==> src/rtl/sync_fifo_flags_if.sv <==
// Handshake and status bundle for sync_fifo_flags.
// The FIFO takes the slave modport; the producer/consumer side takes the master modport.
interface sync_fifo_flags_if #(
  parameter int DATA_WIDTH = 8,
  parameter int ADDR_WIDTH = 4
);
  logic                  W_inc;
  logic [DATA_WIDTH-1:0] W_Data;
  logic                  R_inc;
  logic [DATA_WIDTH-1:0] R_Data;
  logic                  Full;
  logic                  Empty;
  logic                  Almost_Full;
  logic                  Almost_Empty;
  logic [ADDR_WIDTH:0]   Level;
  logic                  Overflow;
  logic                  Underflow;
  logic                  Err_clr;

  modport master (
    output W_inc, W_Data, R_inc, Err_clr,
    input  R_Data, Full, Empty, Almost_Full, Almost_Empty, Level, Overflow, Underflow
  );

  modport slave (
    input  W_inc, W_Data, R_inc, Err_clr,
    output R_Data, Full, Empty, Almost_Full, Almost_Empty, Level, Overflow, Underflow
  );
endinterface

==> src/rtl/sync_fifo_flags.sv <==
// Single-clock FIFO with registered fill level, threshold flags, sticky errors
// and a choice of registered (standard) or first-word-fall-through read data.
module sync_fifo_flags #(
  parameter int DATA_WIDTH = 8,
  parameter int ADDR_WIDTH = 4,
  parameter int FWFT       = 0,
  parameter int AF_THRESH  = 12,
  parameter int AE_THRESH  = 2
) (
  input logic                CLK,
  input logic                rst,
  sync_fifo_flags_if.slave   fifo_if
);
  localparam int DEPTH = 1 << ADDR_WIDTH;
  localparam int PW    = ADDR_WIDTH + 1;

  generate
    if (AF_THRESH < 1 || AF_THRESH > DEPTH) begin : g_bad_af
      $error("sync_fifo_flags: AF_THRESH out of range 1..DEPTH");
    end
    if (AE_THRESH < 0 || AE_THRESH > DEPTH - 1) begin : g_bad_ae
      $error("sync_fifo_flags: AE_THRESH out of range 0..DEPTH-1");
    end
  endgenerate

  localparam logic [ADDR_WIDTH:0] FULL_LVL = DEPTH[ADDR_WIDTH:0];
  localparam logic [ADDR_WIDTH:0] AF_LVL   = AF_THRESH[ADDR_WIDTH:0];
  localparam logic [ADDR_WIDTH:0] AE_LVL   = AE_THRESH[ADDR_WIDTH:0];

  logic [DATA_WIDTH-1:0] mem [DEPTH];

  logic [ADDR_WIDTH:0] wptr_q, wptr_d;
  logic [ADDR_WIDTH:0] rptr_q, rptr_d;
  logic [ADDR_WIDTH:0] level_q, level_d;
  logic                ovf_q, ovf_d;
  logic                udf_q, udf_d;

  logic full, empty, wr_acc, rd_acc;
  logic [ADDR_WIDTH-1:0] waddr, raddr;

  // Flags decode only registered level, so requests never reach them combinationally.
  assign full   = (level_q == FULL_LVL);
  assign empty  = (level_q == '0);
  assign wr_acc = fifo_if.W_inc & ~full;
  assign rd_acc = fifo_if.R_inc & ~empty;
  assign waddr  = wptr_q[ADDR_WIDTH-1:0];
  assign raddr  = rptr_q[ADDR_WIDTH-1:0];

  always_comb begin
    wptr_d  = wptr_q;
    rptr_d  = rptr_q;
    level_d = level_q;
    if (wr_acc) wptr_d = wptr_q + PW'(1);
    if (rd_acc) rptr_d = rptr_q + PW'(1);
    case ({wr_acc, rd_acc})
      2'b10:   level_d = level_q + PW'(1);
      2'b01:   level_d = level_q - PW'(1);
      default: level_d = level_q;
    endcase
  end

  always_comb begin
    ovf_d = ovf_q;
    udf_d = udf_q;
    if (fifo_if.Err_clr) begin
      ovf_d = 1'b0;
      udf_d = 1'b0;
    end
    if (fifo_if.W_inc & full)  ovf_d = 1'b1;
    if (fifo_if.R_inc & empty) udf_d = 1'b1;
  end

  always_ff @(posedge CLK or posedge rst) begin
    if (rst) begin
      wptr_q  <= '0;
      rptr_q  <= '0;
      level_q <= '0;
      ovf_q   <= 1'b0;
      udf_q   <= 1'b0;
    end else begin
      wptr_q  <= wptr_d;
      rptr_q  <= rptr_d;
      level_q <= level_d;
      ovf_q   <= ovf_d;
      udf_q   <= udf_d;
    end
  end

  always_ff @(posedge CLK) begin
    if (wr_acc) mem[waddr] <= fifo_if.W_Data;
  end

  generate
    if (FWFT != 0) begin : g_fwft
      always_comb begin
        fifo_if.R_Data = '0;
        if (!empty) fifo_if.R_Data = mem[raddr];
      end
    end else begin : g_std
      logic [DATA_WIDTH-1:0] rdata_q;
      always_ff @(posedge CLK or posedge rst) begin
        if (rst)         rdata_q <= '0;
        else if (rd_acc) rdata_q <= mem[raddr];
      end
      assign fifo_if.R_Data = rdata_q;
    end
  endgenerate

  assign fifo_if.Full         = full;
  assign fifo_if.Empty        = empty;
  assign fifo_if.Almost_Full  = (level_q >= AF_LVL);
  assign fifo_if.Almost_Empty = (level_q <= AE_LVL);
  assign fifo_if.Level        = level_q;
  assign fifo_if.Overflow     = ovf_q;
  assign fifo_if.Underflow    = udf_q;

  // Registered level must always agree with the pointer distance.
  a_level_ptr: assert property (@(posedge CLK) disable iff (rst) level_q == (wptr_q - rptr_q));
endmodule

==> src/flat_wrapper.sv <==
// flat-port wrapper written by rule: the top's interface ports become plain ports
module sync_fifo_flags_flat 
#(
  parameter int DATA_WIDTH = 8,
  parameter int ADDR_WIDTH = 4,
  parameter int FWFT       = 0,
  parameter int AF_THRESH  = 12,
  parameter int AE_THRESH  = 2
)
  (CLK, rst, fifo_if_W_inc, fifo_if_W_Data, fifo_if_R_inc, fifo_if_Err_clr, fifo_if_R_Data, fifo_if_Full, fifo_if_Empty, fifo_if_Almost_Full, fifo_if_Almost_Empty, fifo_if_Level, fifo_if_Overflow, fifo_if_Underflow);
  sync_fifo_flags_if #(.DATA_WIDTH(DATA_WIDTH), .ADDR_WIDTH(ADDR_WIDTH)) fifo_if_i ();
  input logic CLK;
  input logic rst;
  input wire logic [$bits(fifo_if_i.W_inc)-1:0] fifo_if_W_inc;
  input wire logic [$bits(fifo_if_i.W_Data)-1:0] fifo_if_W_Data;
  input wire logic [$bits(fifo_if_i.R_inc)-1:0] fifo_if_R_inc;
  input wire logic [$bits(fifo_if_i.Err_clr)-1:0] fifo_if_Err_clr;
  output wire logic [$bits(fifo_if_i.R_Data)-1:0] fifo_if_R_Data;
  output wire logic [$bits(fifo_if_i.Full)-1:0] fifo_if_Full;
  output wire logic [$bits(fifo_if_i.Empty)-1:0] fifo_if_Empty;
  output wire logic [$bits(fifo_if_i.Almost_Full)-1:0] fifo_if_Almost_Full;
  output wire logic [$bits(fifo_if_i.Almost_Empty)-1:0] fifo_if_Almost_Empty;
  output wire logic [$bits(fifo_if_i.Level)-1:0] fifo_if_Level;
  output wire logic [$bits(fifo_if_i.Overflow)-1:0] fifo_if_Overflow;
  output wire logic [$bits(fifo_if_i.Underflow)-1:0] fifo_if_Underflow;
  assign fifo_if_i.W_inc = fifo_if_W_inc;
  assign fifo_if_i.W_Data = fifo_if_W_Data;
  assign fifo_if_i.R_inc = fifo_if_R_inc;
  assign fifo_if_i.Err_clr = fifo_if_Err_clr;
  assign fifo_if_R_Data = fifo_if_i.R_Data;
  assign fifo_if_Full = fifo_if_i.Full;
  assign fifo_if_Empty = fifo_if_i.Empty;
  assign fifo_if_Almost_Full = fifo_if_i.Almost_Full;
  assign fifo_if_Almost_Empty = fifo_if_i.Almost_Empty;
  assign fifo_if_Level = fifo_if_i.Level;
  assign fifo_if_Overflow = fifo_if_i.Overflow;
  assign fifo_if_Underflow = fifo_if_i.Underflow;
  sync_fifo_flags #(.DATA_WIDTH(DATA_WIDTH), .ADDR_WIDTH(ADDR_WIDTH), .FWFT(FWFT), .AF_THRESH(AF_THRESH), .AE_THRESH(AE_THRESH)) u_core (.CLK(CLK), .rst(rst), .fifo_if(fifo_if_i));
endmodule
==> config.mk <==
export PLATFORM = sky130hd
export DESIGN_NAME = sync_fifo_flags_flat
export DESIGN_NICKNAME = d
export VERILOG_FILES = /design/src/rtl/sync_fifo_flags_if.sv /design/src/rtl/sync_fifo_flags.sv /design/src/flat_wrapper.sv
export SDC_FILE = /design/constraint.sdc
export NUM_CORES = 1
export LEC_CHECK = 0
export ABC_AREA = 1
export BUFFER_PORTS_ARGS = -buffer_cell sky130_fd_sc_hd__buf_2
export CAP_MARGIN = 5
export CORE_ASPECT_RATIO = 1.75
export CORE_MARGIN = 2
export CORE_UTILIZATION = 35
export CTS_CLUSTER_DIAMETER = 200
export CTS_CLUSTER_SIZE = 16
export DETAILED_ROUTE_END_ITERATION = 7
export PLACE_DENSITY = 0.56
export SLEW_MARGIN = 20
export SYNTH_ARGS = -nofsm -noshare
export SYNTH_HDL_FRONTEND = slang
export SYNTH_SLANG_ARGS = --single-unit
export TNS_END_PERCENT = 10
==> constraint.sdc <==
create_clock -name CLK -period 4.9 [get_ports CLK]
set_clock_uncertainty 0.1 [all_clocks]
set_input_delay 0.735 -clock CLK [delete_from_list [all_inputs] [get_ports CLK]]
set_output_delay 0.735 -clock CLK [all_outputs]
set_load 0.1 [all_outputs]
### Word-level counts from Yosys, hierarchy flattened

Memories as Yosys holds them, arrays and structs flattened. A register that Yosys moved wholly into a read port is not among the register bits.
Cells that the tools add are included.

| operators by class | value |
|---|---|
| equal/unequal tests | 3 |
| multiplexer cells | 6 |
| reduce and logical (&&, ||, !) cells | 4 |
| bitwise logic cells | 6 |
| add/sub/neg operators | 4 |
| order comparisons | 2 |

Operator list:

| operator | count |
|---|---|
| adder 5 x 1 -> 5 bit, second input constant | 3 |
| case mux 5 bit (2 select lines) | 1 |
| nonzero test 2 bit | 3 |
| equality test 5 bit, second input constant | 1 |
| >= comparator 5 x 4 -> 1 bit, second input constant | 1 |
| <= comparator 5 x 2 -> 1 bit, second input constant | 1 |
| zero test 5 bit | 1 |
| 2-to-1 mux 1 bit | 5 |
| subtractor 5 x 1 -> 5 bit, second input constant | 1 |
| bitwise AND 1 bit | 4 |
| equality test 2 x 1 -> 1 bit, second input constant | 1 |
| equality test 2 bit, second input constant | 1 |
| NOT 1 bit | 2 |

| word-level totals | value |
|---|---|
| logic and storage cells | 31 |
| bits of input ports | 13 |
| register bits | 17 |
| memories kept | 1 |
| RAM bits | 128 |
| output and inout port bits | 19 |

Memories:

| name | words | bits a word | rd ports | clocked after Yosys merged registers in | write ports | RTL line | text |
|---|---|---|---|---|---|---|---|
| u_core.mem | 16 | 8 | 1 | 1 | 1 | sync_fifo_flags.sv:30 | `logic [DATA_WIDTH-1:0] mem [DEPTH];` |

### Longest topological paths before layout

Gate-level depths: netlist of the first run.

| depth | value |
|---|---|
| depth in word-level cells | 5 |
| mapped depth | 15 |
| depth with buffers taken out | 14 |

### Worst setup path after synthesis of the first run

OpenSTA, ideal clock, no wires.

| path | value |
|---|---|
| kind | register to output |
| start | register u_core.level_q[2], in the netlist u_core.fifo_if.Level[2] |
| end | output fifo_if_Almost_Empty |
| data arrival time | 2.566 ns |
| required time | 4.065 ns |
| stages on the path, launching flop included | 4 |
| buffers on the path | 0 |
| path slack | 1.499 ns |
| path through | dfrtp_1 nor2_2 nand2_1 a21oi_1 |

| between the ends | value |
|---|---|
| cells in the longest elaborated chain, start to end | 1 |

Ends and longest elaborated chain:

| element | RTL line | text |
|---|---|---|
| from (decl) | sync_fifo_flags.sv:34 | `logic [ADDR_WIDTH:0] level_q, level_d;` |
| from (signal assigned) | sync_fifo_flags.sv:83 | `level_q <= level_d;` |
| <= comparator 5 x 2 -> 1 bit | sync_fifo_flags.sv:112 | `assign fifo_if.Almost_Empty = (level_q <= AE_LVL);` |
| to (decl) | flat_wrapper.sv:22 | `output wire logic [$bits(fifo_if_i.Almost_Empty)-1:0] fifo_if_Almost_Empty;` |

Every way passes these cells.

### Final worst setup path of the first run

| path | value |
|---|---|
| start | register u_core.level_q[2], in the netlist u_core.fifo_if.Level[2] |
| end | register u_core.level_q[4], in the netlist u_core.fifo_if.Level[4] |

| between the ends | value |
|---|---|
| cells in the longest elaborated chain, start to end | 5 |
| elaborated cells between the ends (all ways) | 12 |
| those cells by class | add/sub (2); eq/ne (3); mux (1); bitwise (4); reduce/logical (2) |

Ends and longest elaborated chain:

| element | RTL line | text |
|---|---|---|
| equality test 5 bit or zero test 5 bit (tied branches) | sync_fifo_flags.sv:42, sync_fifo_flags.sv:43 |  |
| NOT 1 bit, on equally long branches | sync_fifo_flags.sv:44, sync_fifo_flags.sv:45 |  |
| bitwise AND 1 bit, on equally long branches | sync_fifo_flags.sv:44, sync_fifo_flags.sv:45 |  |
| equality test 2 x 1 -> 1 bit or equality test 2 bit (tied branches) | sync_fifo_flags.sv:55 | `case ({wr_acc, rd_acc})` |
| case mux 5 bit (2 select lines) or nonzero test 2 bit (tied branches) | - |  |

Several ways; a longest one is shown, not always the timed one.
A chain may end at the register's enable or synchronous reset.

==> flow_summary.toml, run 1 <==
[global_route]
grt_start_max_net_pins = 67
grtUsageTotal = 0.1685
grt_pass1_vias = 4401
antenna_found_initial = 0
grt_pass1_wl_um = 24810
grt.overflow.total = 0

[drt]
vias_per_cell = 4.636
wire_per_inst_um = 16.94
drt_pass1_iterations = 4
drt_iter0_drc = 221
wl_um = 16280
remaining_drc_errors = 0
ant_nets = 0
vias = 4455

[synthesis]
synthTopCellsByArea = "edfxtp_1, nand2_1, dfrtp_1, nand3_1, inv_1"
ys_ff_latch = 151
async_reset_ff_frac = 0.1523
synthFlopType = "edfxtp_1"
syn_nets = 702
yosys_warnings = 0
synth_top_area_cell = "edfxtp_1"
synth-adder-area-share = 0.01666
synth_edf_count = 128
synth_top_area_share = 0.5688
synth.most_common_cell = "nand2_1"
seq_area_frac_synth = 0.6540
synth_xor_area_frac = 0.01296
synth_simple_gate_area_frac = 0.2137
synth_compound_area_frac = 0.01092
syn_area_per_cell_um2 = 9.938
synthTopCellsByCount = "nand2_1, edfxtp_1, inv_1, nand3_1, dfrtp_1"
synthCells = 680
synthMuxAreaShare = 0
synth_area_um2 = 6758
synth.distinct_cells = 23
synth_top_family_by_area = "simple AND/OR/NAND/NOR gates"

[clock_tree]
clockRootBuffer = "clkbuf_16"
insertion_delay_ps = 420
cts.repair.resized = 0
cts_max_level = 4
cts_buffer_depth = 2
cts_tree = "yes"
cts_hold_buf = 0
postCtsSetupRepairBufs = 0
cts_buffers = 17
cts.sinks = 151
clk_pin_slew_ps = 60

[worst_setup_path]
crit_fanout = 15
r2r-end = "u_core.fifo_if.Level[4]"
cp-end-kind = "flop"
worstPathArrival_ps = 2780
rrSetupSlack_ps = 2380
reg2reg_from = "u_core.fifo_if.Level[2]"
worst-setup-path-type = "reg -> reg"
rr_worst_depth = 14
cp-start-kind = "flop"
worstPathRequired_ps = 5160

[die]
die-area_um2 = 20480
start_util = 0.3551
io_pins = 32
row_count = 67
fp.coreArea_um2 = 19030
die_y_um = 187.8
die_w_um = 109.0

[timing]
finalSetupTns_ps = 0
finalCritPeriodShare = 0.5152
timing.final.ws_setup_ps = 2376
finalHoldViolations = 0
maxSlewHeadroom = 0.2745
drv_slew = 0
setup_violations = 0
rsz0062_at_grt = "no"
fin_crit_ps = 2524
timing.fmax_ghz = 0.3962
worstMarginPinSlew_ps = 1084

[pwr]
clock_power_share = 0.261
p_leak_uw = 0.003431
p_per_area_nw_per_um2 = 654.1
p_sw_uw = 2189
combinationalPowerShare = 0.395
switching_share = 0.4362
seqPwrFrac = 0.345
internal-power_uw = 2830
ir_drop_mv = 0.7474

[layout]
layout-drive-gt1-share = 0.09722
synthToLayoutAreaGrowth_pct = 13.55
diodes = 0
fin_nets = 730

[hold_path]
hold_end = "u_core.fifo_if.R_Data[6]"
hold_depth = 2
hp-start = "u_core.fifo_if.R_Data[6]"
hp-class = "reg -> reg"

[run]
drv_cap = 0

[placed_design]
dp_hpwl_um = 10790
place.gp.congestion = 0.8418
io_buffers = 31
pre_cts_slack_ps = 2241

[outcome]
outcome = "finished, final reports clean"
## cell usage in the layout (no fill, tap or decap), drive strengths merged, types with 2 or more instances in the layout
master,netlist,routed
nand3,102,102
clkbuf,1,19
buf,25,35
nand4,2,2
o21ai,9,9
bufinv,0,3
nand2,226,226
xor2,9,9
a21oi,2,2
clkinv,2,7
edfxtp,128,128
nor2,18,18
inv,121,122
clkinvlp,0,3
dfrtp,23,23
ha,9,9
## cell families (layout without fill, tap and decap cells)
group,count (synthesis),in the layout
compound gates,13,13
fa+ha+maj,9,9
flops,151,151
simple gates,348,348
xor+xnor,10,10
buf+inv,149,189
## worst max-delay path by stage
stage | from | endpoint | slack [ps] | depth (start not counted)
final | u_core.fifo_if.Level[2] | u_core.fifo_if.Level[4] | 2380 | 14
after CTS | u_core.fifo_if.Level[4] | u_core.fifo_if.Level[4] | 2360 | 14
after detailed placement | fifo_if_R_inc | u_core.fifo_if.Level[4] | 2240 | 13
after floorplan | u_core.fifo_if.Level[2] | fifo_if_Almost_Empty | 1500 | 3
after global placement | fifo_if_R_inc | u_core.fifo_if.Level[4] | 2290 | 13
after global routing | u_core.fifo_if.Level[0] | u_core.fifo_if.Level[4] | 2060 | 14
## state kept, by name, summed over array words and instances, names as in the netlist
register	count
u_core.fifo_if.Level	5
u_core.mem	128
u_core.fifo_if.Overflow	1
u_core.fifo_if.Underflow	1
u_core.fifo_if.R_Data	8
u_core.wptr_q	4
u_core.rptr_q	4
## cell type report
| type | count | area [um^2] |
|---|---|---|
| sequential | 151 | 4420 |
| timing repair buffer | 35 | 185.2 |
| inverter | 123 | 461.7 |
| fill | 1849 | 11360 |
| clock inverter | 12 | 153.9 |
| tap | 241 | 301.5 |
| clock buffer | 19 | 432.9 |
| multi-input combinational | 380 | 1718 |
## metrics by stage
| stage | util | cells | power, uW | instance area [um^2] | hold WS [ps] |
|---|---|---|---|---|---|
| floorplan | - | 680 | 3260 | 6758 | 401.8 |
| global placement | 0.3724 | 930 | 3739 | 7087 | 365.7 |
| detailed placement | 0.3724 | 930 | 3749 | 7087 | 366.4 |
| CTS | 0.4032 | 961 | 5053 | 7674 | 386.6 |
| global route | 0.4032 | 961 | 5290 | 7674 | 398.2 |
| finish | 0.4032 | 961 | 5019 | 7674 | 376.6 |
## worst max-delay path, stage by stage, from the launching register on
cell     delay, ps
dfrtp_1        440
nor2_2         170
nand4_1        140
nand2_2        200
inv_2          150
ha_1           320
xor2_1         210
ha_1           170
inv_1           40
nand2_1         90
nand3_1         80
nand2_1         80
xor2_1         160
nand2_1         70
nand2_1         50
## per-layer routing
metal | part of all wire | global-route usage | vias to the layer above
met3 | 0.028 | 0.02954 | 34
met1 | 0.39 | 0.1836 | 2097
met4 | 0.040 | 0.09073 | 0
met5 | 0 | 0 | -
li1 | - | - | 2222
met2 | 0.54 | 0.3017 | 102
## power by group through the flow
stage	clock [uW]	sequential, uW	combinational (uW)
2_1_floorplan	0	2100	1160
3_3_place_gp	0	1750	1990
3_5_place_dp	0	1750	1990
4_1_cts	1320	1730	2000
5_1_grt	1380	1750	2160
6_report	1310	1730	1980
(Power assumes the default switching activity.)
==> run 2: changes to the inputs <==
--- a/config.mk
+++ b/config.mk
@@ -5,7 +5,7 @@
 export SDC_FILE = /design/constraint.sdc
 export NUM_CORES = 1
 export LEC_CHECK = 0
-export ABC_AREA = 1
+export ABC_AREA = 0
 export BUFFER_PORTS_ARGS = -buffer_cell sky130_fd_sc_hd__buf_2
 export CAP_MARGIN = 5
 export CORE_ASPECT_RATIO = 1.75
@@ -14,7 +14,7 @@
 export CTS_CLUSTER_DIAMETER = 200
 export CTS_CLUSTER_SIZE = 16
 export DETAILED_ROUTE_END_ITERATION = 7
-export PLACE_DENSITY = 0.56
+export PLACE_DENSITY = 0.58
 export SLEW_MARGIN = 20
 export SYNTH_ARGS = -nofsm -noshare
 export SYNTH_HDL_FRONTEND = slang
==> constraint.sdc (replaced) <==
create_clock -name CLK -period 2 [get_ports CLK]
set_clock_uncertainty 0.1 [all_clocks]
set_input_delay 0.3 -clock CLK [delete_from_list [all_inputs] [get_ports CLK]]
set_output_delay 0.3 -clock CLK [all_outputs]
set_load 0.1 [all_outputs]
==> flow_summary.toml, run 2 <==
[synthesis]
synth_top_area_share = 0.6231
async_reset_ff_frac = 0.1523
synth.most_common_cell = "edfxtp_1"
synth.distinct_cells = 40
ys_ff_latch = 151
seq_area_frac_synth = 0.7164
synthFlopType = "edfxtp_1"
synthTopCellsByArea = "edfxtp_1, mux4_2, dfrtp_1, mux2i_1, o221ai_2"
syn_area_per_cell_um2 = 18.98
synthCells = 325
synthTopCellsByCount = "edfxtp_1, mux4_2, dfrtp_1, nand2_1, mux2i_1"
synth_area_um2 = 6168
synth_edf_count = 128
syn_nets = 347
synth_top_area_cell = "edfxtp_1"
yosys_warnings = 0

[timing]
maxSlewHeadroom = 0.5491
finalHoldViolations = 0
worstMarginPinSlew_ps = 675.6
setup_violations = 51
timing.final.ws_setup_ps = -512.7
whs_ps = 16.56
drv_slew = 0
finalCritPeriodShare = 1.256
finalSetupTns_ps = -4855
rsz0062_at_grt = "yes"
fin_crit_ps = 2513
timing.fmax_ghz = 0.3980

[placed_design]
place.gp.congestion = 0.7612
io_buffers = 31
post-place-cells = 603
dp_hpwl_um = 8309

[layout]
layout-drive-gt1-share = 0.4690
largest_reg_flops = 128
fin_nets = 429
top_register = "u_core.mem"
diodes = 0
synthToLayoutAreaGrowth_pct = 27.69
layout.cells.most_common = "edfxtp_1"
fin_cells = 651
layout_common_cells = "edfxtp_1, buf_4, mux4_2, buf_2, clkbuf_16"
final_core_util = 0.4533

[global_route]
grt_start_max_net_pins = 34
grt_pass1_vias = 3409
grtUsageTotal = 0.1364
antenna_found_initial = 0
grt_pass1_wl_um = 19110
grt.overflow.total = 0

[die]
die_y_um = 179.6
die_w_um = 104.4
start_util = 0.3550
io_pins = 32
fp.coreArea_um2 = 17380
row_count = 64
die-area_um2 = 18740

[clock_tree]
cts_buffers = 17
cts_max_level = 4
clk_pin_slew_ps = 60
cts_tree = "yes"
insertion_delay_ps = 420
cts_buffer_depth = 2
clockRootBuffer = "clkbuf_16"
cts.sinks = 151

[run]
drv_cap = 0

[drt]
wl_um = 11970
remaining_drc_errors = 0
vias = 3173
drt_iter0_drc = 184
drt_pass1_iterations = 4
wire_per_inst_um = 18.38
vias_per_cell = 4.874
ant_nets = 0

[worst_setup_path]
slowest_stage = "dfrtp_4"
crit_fanout = 4
cp-end-kind = "flop"
max_stage_delay_ps = 470
cp-start-kind = "flop"
worstPathArrival_ps = 2760
path_delay_family = "compound AO/OA/AOI/OAI gates"
worstPathRequired_ps = 2250
crit_chain = "or3_4, o31a_1, inv_4, ha_4, xor2_1, ha_2, o211a_1, o31ai_2, a31oi_1, xnor2_1"
worst-setup-path-type = "reg -> reg"
cp_num_buf_inv = 1

[outcome]
violations = "setup timing"
outcome = "finished with violations"

[hold_path]
hp-class = "in -> reg"

[pwr]
p_total_uw = 12210
p_per_area_nw_per_um2 = 1550
p_leak_uw = 0.002776
ir_drop_mv = 1.086
==> run 2: cell count changes after synthesis, moves of 8 or more <==
cell	previous run	this run
o221ai_2	0	8
buf_2	16	6
mux2i_1	0	16
nand2_1	225	21
inv_1	119	7
mux4_2	0	32
nand3_1	102	0
==> run 2: final timing paths <==
kind,start,to,slack (ps),depth (start not counted)
max in group asynchronous,rst,u_core.fifo_if.R_Data[4],810,4
worst max-delay path,u_core.fifo_if.Level[1],u_core.fifo_if.Level[4],-510,10
worst min register to register,u_core.fifo_if.R_Data[1],u_core.fifo_if.R_Data[1],400,2
worst max register to register,u_core.fifo_if.Level[1],u_core.fifo_if.Level[4],-510,10
min in group asynchronous,rst,u_core.fifo_if.Overflow,420,3
worst min-delay path,fifo_if_W_inc,u_core.fifo_if.Overflow,20,2
==> run 2: cell type report <==
cell class | instances | area, um^2
Clock buffer | 22 | 474.2
Clock inverter | 10 | 93.84
Fill cell | 1488 | 9500
Inverter | 8 | 32.53
Multi-Input combinational cell | 147 | 1848
Sequential cell | 151 | 4432
Tap cell | 231 | 289.0
Timing Repair Buffer | 82 | 706.9
==> run 2: kinds of logic after synthesis <==
family	after synthesis	share of synthesized area
flip-flops	151	0.7164
AND/OR/NAND/NOR	54	0.04240
multiplexers	49	0.1446
buffers and inverters	27	0.02312
AO/OA/AOI/OAI	25	0.04098
XOR/XNOR	10	0.01420
adder cells (fa/ha/maj)	9	0.01826
==> run 2: worst register-to-register path, delay by kind of cell (launching register included) <==
family / cells / cell delay (ps)
flops: 1 / 470
fa+ha+maj: 2 / 390
xor+xnor: 2 / 310
buf+inv: 1 / 80
compound gates: 4 / 690
simple gates: 1 / 400
==> run 2: stage by stage <==
stage	instance area [um^2]	setup slack [ps]
finish	7876	-512.7
global placement	6959	-533.3
floorplan	6247	-1010
global route	7876	-607.0
CTS	7674	-520.6
detailed placement	6959	-597.0
==> run 2: what timing repair did <==
action                                  CTS  global route
endpoints found under the setup margin  136           126
resized for setup                        28            26
pin swaps                                10             7
buffers inserted                          6            13
endpoints found under the hold margin    15             0
hold buffers                              1             0
==> run 2: report_power, final <==
part | leakage, uW | switching [uW] | total, uW | internal [uW]
logic | 0.00106 | 3080 | 5000 | 1920
registers | 0.00143 | 225 | 4150 | 3930
clock network | 0.000285 | 1240 | 3050 | 1810
==> run 2: metal layers <==
layer	vias up	track usage	share of wire
li1	1448	-	-
met1	1652	0.1409	0.36
met2	54	0.2565	0.59
met3	19	0.03263	0.027
met4	0	0.06054	0.020
met5	-	0	0
